<file path="src/rtl/rv32_pkg.sv">
// Shared RV32I definitions for the core and its program loader.
// Opcodes match the control decoder; class codes match the loader.
package rv32_pkg;

    localparam logic [6:0] R_TYPE = 7'b0110011;
    localparam logic [6:0] I_TYPE = 7'b0010011;
    localparam logic [6:0] L_TYPE = 7'b0000011;
    localparam logic [6:0] S_TYPE = 7'b0100011;
    localparam logic [6:0] B_TYPE = 7'b1100011;
    localparam logic [6:0] J_TYPE = 7'b1101111;

    localparam logic [2:0] CLS_R = 3'd0;
    localparam logic [2:0] CLS_I = 3'd1;
    localparam logic [2:0] CLS_L = 3'd2;
    localparam logic [2:0] CLS_S = 3'd3;
    localparam logic [2:0] CLS_B = 3'd4;
    localparam logic [2:0] CLS_J = 3'd5;

    typedef struct packed {
        logic [2:0]  cls;
        logic [2:0]  funct3;
        logic        f7b5;
        logic [4:0]  rd;
        logic [4:0]  rs1;
        logic [4:0]  rs2;
        logic [31:0] imm;
    } fields_t;

    typedef enum logic {
        ST_LOAD,
        ST_FULL
    } ld_state_e;

endpackage

</file>
<file path="src/rtl/rv32_field_encoder.sv">
// Combinational RV32I encoder: field bundle to 32-bit word.
// Flags illegal classes and odd branch/jump offsets.
module rv32_field_encoder
    import rv32_pkg::*;
(
    input  fields_t     f,
    output logic [31:0] word,
    output logic        legal,
    output logic        misaligned
);

    logic [6:0]  f7;
    logic [31:0] im;
    logic        unused_imm_hi;

    assign f7 = {1'b0, f.f7b5, 5'b00000};
    assign im = f.imm;
    assign unused_imm_hi = ^im[31:21];

    always_comb begin
        word       = '0;
        legal      = 1'b1;
        misaligned = 1'b0;
        unique case (f.cls)
            CLS_R: word = {f7, f.rs2, f.rs1, f.funct3, f.rd, R_TYPE};
            CLS_I: begin
                // Shifts carry funct7 in the top bits and a 5-bit shamt.
                if (f.funct3 == 3'b001 || f.funct3 == 3'b101)
                    word = {f7, im[4:0], f.rs1, f.funct3, f.rd, I_TYPE};
                else
                    word = {im[11:0], f.rs1, f.funct3, f.rd, I_TYPE};
            end
            CLS_L: word = {im[11:0], f.rs1, f.funct3, f.rd, L_TYPE};
            CLS_S: word = {im[11:5], f.rs2, f.rs1, f.funct3,
                           im[4:0], S_TYPE};
            CLS_B: begin
                word = {im[12], im[10:5], f.rs2, f.rs1, f.funct3,
                        im[4:1], im[11], B_TYPE};
                misaligned = im[0];
            end
            CLS_J: begin
                word = {im[20], im[10:1], im[11], im[19:12],
                        f.rd, J_TYPE};
                misaligned = im[0];
            end
            default: legal = 1'b0;
        endcase
    end

endmodule

</file>
<file path="src/rtl/instr_encoder_loader.sv">
// Program loader: accepts field bundles, encodes them and writes
// them sequentially into instruction memory.
module instr_encoder_loader
    import rv32_pkg::*;
#(
    parameter int MEM_WORDS = 256,
    parameter int ADDR_W    = 8
) (
    input  logic              clk,
    input  logic              rst_n,
    input  logic              start,
    input  logic              in_valid,
    output logic              in_ready,
    input  logic [2:0]        in_class,
    input  logic [2:0]        in_funct3,
    input  logic              in_f7b5,
    input  logic [4:0]        in_rd,
    input  logic [4:0]        in_rs1,
    input  logic [4:0]        in_rs2,
    input  logic [31:0]       in_imm,
    output logic              imem_we,
    output logic [ADDR_W-1:0] imem_addr,
    output logic [31:0]       imem_wdata,
    output logic [ADDR_W:0]   count,
    output logic              full,
    output logic              err
);

    localparam logic [ADDR_W:0] MAX_CNT = (ADDR_W + 1)'(MEM_WORDS);

    fields_t            fields;
    logic [31:0]        word;
    logic               legal;
    logic               misaligned;
    logic               accept;
    logic               wr_fire;
    ld_state_e          state_q;
    ld_state_e          state_d;
    logic [ADDR_W:0]    acc_cnt;
    logic [ADDR_W:0]    cnt_q;
    logic [ADDR_W-1:0]  wr_ptr;
    logic [ADDR_W-1:0]  addr_q;
    logic [31:0]        data_q;
    logic               we_q;
    logic               err_q;

    assign fields = '{cls:    in_class,
                      funct3: in_funct3,
                      f7b5:   in_f7b5,
                      rd:     in_rd,
                      rs1:    in_rs1,
                      rs2:    in_rs2,
                      imm:    in_imm};

    rv32_field_encoder u_enc (
        .f          (fields),
        .word       (word),
        .legal      (legal),
        .misaligned (misaligned)
    );

    assign accept  = in_valid && in_ready;
    assign wr_fire = accept && legal;

    always_comb begin
        state_d  = state_q;
        in_ready = 1'b0;
        unique case (state_q)
            ST_LOAD: begin
                in_ready = rst_n && !start && (acc_cnt < MAX_CNT);
                if (wr_fire && (acc_cnt + 1'b1 == MAX_CNT))
                    state_d = ST_FULL;
            end
            ST_FULL: in_ready = 1'b0;
            default: state_d = ST_LOAD;
        endcase
        if (start)
            state_d = ST_LOAD;
    end

    always_ff @(posedge clk) begin
        if (!rst_n)
            state_q <= ST_LOAD;
        else
            state_q <= state_d;
    end

    always_ff @(posedge clk) begin
        if (!rst_n) begin
            we_q    <= 1'b0;
            addr_q  <= '0;
            data_q  <= '0;
            wr_ptr  <= '0;
            acc_cnt <= '0;
            cnt_q   <= '0;
            err_q   <= 1'b0;
        end else begin
            we_q <= wr_fire;
            if (wr_fire) begin
                addr_q <= wr_ptr;
                data_q <= word;
            end
            // A write already on the bus finishes; only bookkeeping clears.
            if (start) begin
                wr_ptr  <= '0;
                acc_cnt <= '0;
                cnt_q   <= '0;
                err_q   <= 1'b0;
            end else begin
                if (we_q)
                    cnt_q <= cnt_q + 1'b1;
                if (wr_fire) begin
                    wr_ptr  <= wr_ptr + 1'b1;
                    acc_cnt <= acc_cnt + 1'b1;
                end
                if (accept && (!legal || misaligned))
                    err_q <= 1'b1;
            end
        end
    end

    // Reset masks the strobe so a pending write never reaches memory.
    assign imem_we    = we_q && rst_n;
    assign imem_addr  = addr_q;
    assign imem_wdata = data_q;
    assign count      = cnt_q;
    assign full       = (acc_cnt == MAX_CNT);
    assign err        = err_q;

endmodule

</file>
<file path="config.mk">
export PLATFORM = sky130hd
export DESIGN_NAME = instr_encoder_loader
export DESIGN_NICKNAME = d
export VERILOG_FILES = /design/src/rtl/rv32_pkg.sv /design/src/rtl/rv32_field_encoder.sv /design/src/rtl/instr_encoder_loader.sv
export SDC_FILE = /design/constraint.sdc
export NUM_CORES = 1
export LEC_CHECK = 0
export BUFFER_PORTS_ARGS = -buffer_cell sky130_fd_sc_hd__buf_4
export CORE_UTILIZATION = 40
export CTS_CLUSTER_DIAMETER = 80
export DETAILED_ROUTE_END_ITERATION = 10
export PLACE_DENSITY = 0.74
export REMOVE_ABC_BUFFERS = 1
export SYNTH_ARGS = -nofsm -noshare
export SYNTH_HDL_FRONTEND = slang
export SYNTH_SLANG_ARGS = --single-unit
</file>
<file path="constraint.sdc">
create_clock -name clk -period 2.2 [get_ports clk]
set_clock_uncertainty 0.2 [all_clocks]
set_input_delay 0.44 -clock clk [delete_from_list [all_inputs] [get_ports clk]]
set_output_delay 0.44 -clock clk [all_outputs]
set_load 0.02 [all_outputs]
</file>
==> implementation parameters, run 1 <==
Parameter                              Value

Timing
  Final number of hold-violating endpoints    0
  Normalized max-slew margin    roughly a third
  Final min period    2100 ps
  Final Worst Setup Slack    96.1 ps
  Measured slew at the worst slew-check pin    a little over 1000 ps
  Final Cycle Share    between 90% and 100%
  Setup repair after global routing missed its margin    false
  Max frequency    0.475 GHz
  # setup viols final    0
  Final max-slew violation count    0
  Summed negative setup slack over all endpoints    0 ps

Job
  Number of maximum-capacitance violations    0

Floorplan
  Horizontal die dimension    89.4 µm
  Height of the chip    89.4 µm
  Die Outline Area    0.00799 mm²
  Core Region    0.00733 mm²
  Number of rows created at floorplan    31
  Boundary pin count    111
  Starting density of the core    41.7%

Status
  Result of the run    completed

Power and ir drop
  Portion of total power attributed to sequential cells    between 40% and 50%
  Internal power    0.00215 W
  Total design power    between 0.002 and 0.003 W
  P_leak    1.81 nW
  Pwr Density    685 mW/mm²
  Net switching power    about 0.0007 W
  Clock network power share    44.1%
  Switching Share    24.1%
  Proportion of power drawn by combinational gates    11.5%
  Worst VDD drop    around 350 µV

Setup path
  Kind of end point of the critical path    output pin
  CP Data Required Time    roughly 1600 ps
  Arrival time at the worst endpoint    ~1500 ps
  Max Fanout on Critical Path    9
  Startpoint types    register
  Setup CP Type    register to output pin

CTS
  Number of H-tree levels    3
  Root buffer cell    clkbuf_8
  Clock Latency Late Sink    350 ps
  CTS tree    yes
  Number of clock sinks    67
  Number of CTS-inserted buffers    9
  Clock Tree Buf Depth    2
  PostCTS Resize Cnt    0
  Clock-pin slew reported for the worst setup and hold paths after clock tree synthesis    80 ps

Global route
  Met1 layer usage reported by global route    23.8%
  Number of antenna violations at the first check in global routing    0
  Maximum number of pins on one net before global-route repair    30
  Overflow left after global routing    0
  Met2 track demand over resource    ~31%
  GR peak layer    met2
  Global-route usage over all layers    a little under a fifth
  Via count of the first global-routing pass    2583
  First-pass GRT wire length    11600 µm
  Met3 Track Usage GR    6.19%

Layout
  Total number of nets in the final design    about 500
  Final non-filler cell total    556
  Top library cells by usage in the layout, fill and taps aside    buf_4, dfxtp_1, nand2_1
  Most common library cell in the layout ignoring fill and taps    buf_4
  Proportion of layout cells with a drive suffix above 1    30.2%
  Antenna diode count    0
  Area added between synthesis and finish    35.2%

Place
  Worst slack after detailed placement    -35.1 ps
  Gp weighted congestion    0.778
  Sum of net half-perimeters after detailed placement    5380 µm
  Port Buffers    99
  Post-placement cell count    539

Logic synthesis
  Netlist cell types    49
  Cells after synthesis    354
  Register bit count reported by yosys    67
  Sequential element share of the synthesized area    43.9%
  Cell area after technology mapping    slightly above 0.003 mm²
  Mean post-synth cell area    8.63 µm²
  Number of warning messages in the yosys log    0

Detailed routing
  Number of DRC markers in iteration 0    130
  Total length of routed wires    7530 µm
  Post-DR vias/cell    5.16
  WL per Instance    13.6 µm
  Number of routed nets with antenna violations    0
  DRC viols    0
  Total vias in the final route    around 2900
  Number of detailed-routing iterations run before antenna repair    4

Hold path
  Classification of the worst-slack hold path    input pin to register
layout make-up:
cell class              count  area, µm²
flip-flops and latches     67       1340
repair buffers            111        833
well taps                  99        124
clock buffers               9        124
inverters                   6       22.5
fillers                   692       3200
multi-input cells         257       1570
clock inverters             7        116
registers in the layout, summed over array words and instances, names as in the netlist:
register / count
we_q: 1
imem_wdata: 30
state_q: 1
wr_ptr: 8
count: 9
acc_cnt: 9
err: 1
imem_addr: 8
worst paths after layout:
path                            slack [ps]         start  cells after the start             end
worst min register to register         260  imem_addr[5]                      2    imem_addr[5]
worst max register to register         220    acc_cnt[8]                      5  imem_wdata[13]
worst min-delay path                    80    in_imm[14]                      3  imem_wdata[14]
worst max-delay path                   100    acc_cnt[3]                      4            full
synthesized netlist by cell type (all sizes together):
cell / number / area share [%]
dfxtp: 67 / 44
nand2: 48 / 6.4
nor2: 36 / 4.4
a21oi: 27 / 4.4
a22oi: 13 / 3.2
o21ai: 13 / 2.1
buf: 12 / 2.5
clkbuf: 12 / 1.5
xor2: 12 / 3.4
mux2i: 11 / 3.6
nand3: 10 / 1.6
nand4: 10 / 2.0
and3: 9 / 1.8
inv: 6 / 0.74
nor3: 6 / 0.98
a22o: 5 / 1.4
and2: 5 / 1.0
ha: 5 / 2.0
xnor2: 5 / 1.4
nand2b: 4 / 0.82
o22a: 4 / 1.1
o22ai: 4 / 0.82
o211ai: 3 / 0.74
o31ai: 3 / 0.74
or3: 3 / 0.61
a21boi: 2 / 0.61
mux2: 2 / 0.74
o221a: 2 / 0.74
a211o: 1 / 0.29
a211oi: 1 / 0.25
a21o: 1 / 0.25
a31oi: 1 / 0.20
and4: 1 / 0.29
and4b: 1 / 0.33
nand3b: 1 / 0.25
nor2b: 1 / 0.20
nor4: 1 / 0.20
nor4b: 1 / 0.78
o2111ai: 1 / 0.29
o21a: 1 / 0.25
o2bb2ai: 1 / 0.29
or2: 1 / 0.20
or3b: 1 / 0.29
metrics by stage:
step	hold WS, ps	cell area [µm²]	utilization [%]
after global placement	250	3880	53.0
after global routing	61.5	4130	56.3
after CTS	69.8	4120	56.2
final	83.7	4130	56.3
after floorplan	240	2930	-
after detailed placement	251	3880	53.0
power groups by stage:
stage | clock, W | sequential, W | combinational (W)
after floorplan | 0 | 0.00132 | 0.000113
after global placement | 0 | 0.00128 | 0.000321
after detailed placement | 0 | 0.00128 | 0.000326
after CTS | 0.00127 | 0.00126 | 0.000327
after global routing | 0.00132 | 0.00126 | 0.000359
final | 0.00125 | 0.00126 | 0.000326
critical path, stage by stage, from the launching register on:
cell     delay (ps)
dfxtp_1         400
nor3_1          240
nand4_1         140
nor2_1          160
buf_4           170
layer usage:
layer	part of all wire (%)	vias to the layer above	wire [µm]
met1	45	1352	3400
met5	0	-	0
met3	5.3	7	402
met2	49	69	3660
li1	-	1442	-
met4	0.98	0	74
kinds of logic (layout without fill, tap and decap cells):
family / count (synthesis) / count (layout) / synth area share [%]
AO/OA/AOI/OAI: 83 / 83 / 17.8
flip-flops: 67 / 67 / 43.9
buffers and inverters: 30 / 133 / 4.71
AND/OR/NAND/NOR: 139 / 139 / 22.3
adder cells (fa/ha/maj): 5 / 5 / 2.05
XOR/XNOR: 17 / 17 / 4.87
multiplexers: 13 / 13 / 4.34
what timing repair did:
item,CTS,global route
endpoints found under the setup margin,0,1
buffers inserted,0,1
hold buffers,0,0
(Power assumes the default switching activity.)
==> run 2: changes to the inputs <==
Settings changed: RECOVER_POWER from default to 100.
==> implementation parameters, run 2 (same netlist as run 1, synthesis figures left out) <==
Parameter                              Value

Detailed routing
  DRC viols    0
  Total length of routed wires    7550 µm
  Wire length on met1    about 3500 µm
  Total vias in the final route    2856
  Number of DRC markers in iteration 0    100
  DR WL met3    383 µm
  Number of routed nets with antenna violations    0
  Number of detailed-routing iterations run before antenna repair    4
  Post-DR vias/cell    5.14
  Met2 WL post-DR    3630 µm
  Top layer reached by signal wires    met4
  WL per Instance    ~14 µm

Floorplan
  Number of rows created at floorplan    31
  Horizontal die dimension    89.4 µm
  Core Region    0.00733 mm²
  Starting density of the core    41.7%
  Boundary pin count    about 110
  Height of the chip    between 80 and 90 µm
  Die Outline Area    0.00799 mm²

Place
  Worst slack after detailed placement    -35.1 ps
  Port Buffers    99
  Post-placement cell count    around 540
  Sum of net half-perimeters after detailed placement    5380 µm
  Post-DP Area    0.00388 mm²
  Gp weighted congestion    0.778

Layout
  Area added between synthesis and finish    27.9%
  Max FFs per register    30
  Fraction of the core area covered by cells at the end of the flow    between 50% and 60%
  Final Instance Area    0.00391 mm²
  Total number of nets in the final design    between 500 and 600
  Proportion of layout cells with a drive suffix above 1    17.7%
  Final non-filler cell total    556
  Top library cells by usage in the layout, fill and taps aside    dfxtp_1, buf_4, clkbuf_1
  Antenna diode count    0
  Most common library cell in the layout ignoring fill and taps    dfxtp_1

Setup path
  Kind of end point of the critical path    output pin
  Setup CP Type    register to output pin
  Startpoint types    register
  Arrival time at the worst endpoint    1430 ps
  Max Fanout on Critical Path    9
  CP Data Required Time    about 1600 ps

CTS
  Clock Latency Late Sink    350 ps
  CTS tree    yes
  Number of buffers inserted to repair setup after CTS    0
  Root buffer cell    clkbuf_8
  Number of CTS-inserted buffers    9
  Number of clock sinks    67
  PostCTS Resize Cnt    0
  Number of H-tree levels    3
  Clock-pin slew reported for the worst setup and hold paths after clock tree synthesis    80 ps
  Hold buffer count at CTS    0
  Clock Tree Buf Depth    2

Timing
  Final max-slew violation count    0
  # setup viols final    0
  Measured slew at the worst slew-check pin    ~1000 ps
  Summed negative setup slack over all endpoints    0 ps
  Final min period    2070 ps
  Final Worst Setup Slack    129 ps
  Max frequency    0.483 GHz
  Setup repair after global routing missed its margin    false
  Final Cycle Share    94.1%
  Final number of hold-violating endpoints    0
  Normalized max-slew margin    33.0%

Power and ir drop
  P_leak    1.57 nW
  Internal power    0.00212 W
  Net switching power    0.000674 W
  Clock network power share    44.5%
  Proportion of power drawn by combinational gates    about a tenth
  Portion of total power attributed to sequential cells    44.9%
  Worst VDD drop    345 µV
  Pwr Density    slightly above 700 mW/mm²
  Switching Share    24.1%

Global route
  First-pass GRT wire length    11600 µm
  Maximum number of pins on one net before global-route repair    30
  Overflow left after global routing    0
  Via count of the first global-routing pass    2583
  Number of antenna violations at the first check in global routing    0
  Global-route usage over all layers    19.0%

Job
  Number of maximum-capacitance violations    0

Hold path
  Classification of the worst-slack hold path    input pin to register

Status
  Result of the run    completed
-- run 2: area by class of cell --
class	count	area, µm²
timing repair buffer	111	626
sequential	67	1340
fill	758	3420
inverter	6	22.5
clock buffer	9	124
tap	99	124
multi-input combinational	257	1550
clock inverter	7	116
-- run 2: worst paths after layout --
path                              startpoint        endpoint  slack (ps)  depth (start not counted)
worst max-delay path              acc_cnt[8]        in_ready         130                          3
worst min-delay path              in_imm[14]  imem_wdata[14]          90                          3
worst max register to register    acc_cnt[8]  imem_wdata[26]         150                          6
worst min register to register  imem_addr[5]    imem_addr[5]         260                          2
-- run 2: stage by stage --
step	hold slack [ps]	power, W
2_1_floorplan	240	0.00143
3_3_place_gp	250	0.00160
3_5_place_dp	251	0.00161
4_1_cts	69.8	0.00285
5_1_grt	61.5	0.00291
6_report	86.8	0.00280
-- run 2: per-layer routing --
layer  vias up  global-route usage (%)
li1       1440                       -
met1      1344                    23.8
met4         0                    6.78
met2        65                    30.9
met5         -                       0
met3         7                    6.19
-- run 2: power groups by stage --
stage / sequential (W) / combinational (W) / clock (W)
3_5_place_dp: 0.00128 / 0.000326 / 0
2_1_floorplan: 0.00132 / 0.000113 / 0
6_report: 0.00126 / 0.000297 / 0.00124
4_1_cts: 0.00126 / 0.000327 / 0.00127
5_1_grt: 0.00126 / 0.000330 / 0.00132
3_3_place_gp: 0.00128 / 0.000321 / 0
-- run 2: critical path: stages, from the launching register on --
cell and delay [ps]:
dfxtp_1 350, nor4b_4 280, buf_4 210, clkbuf_1 250
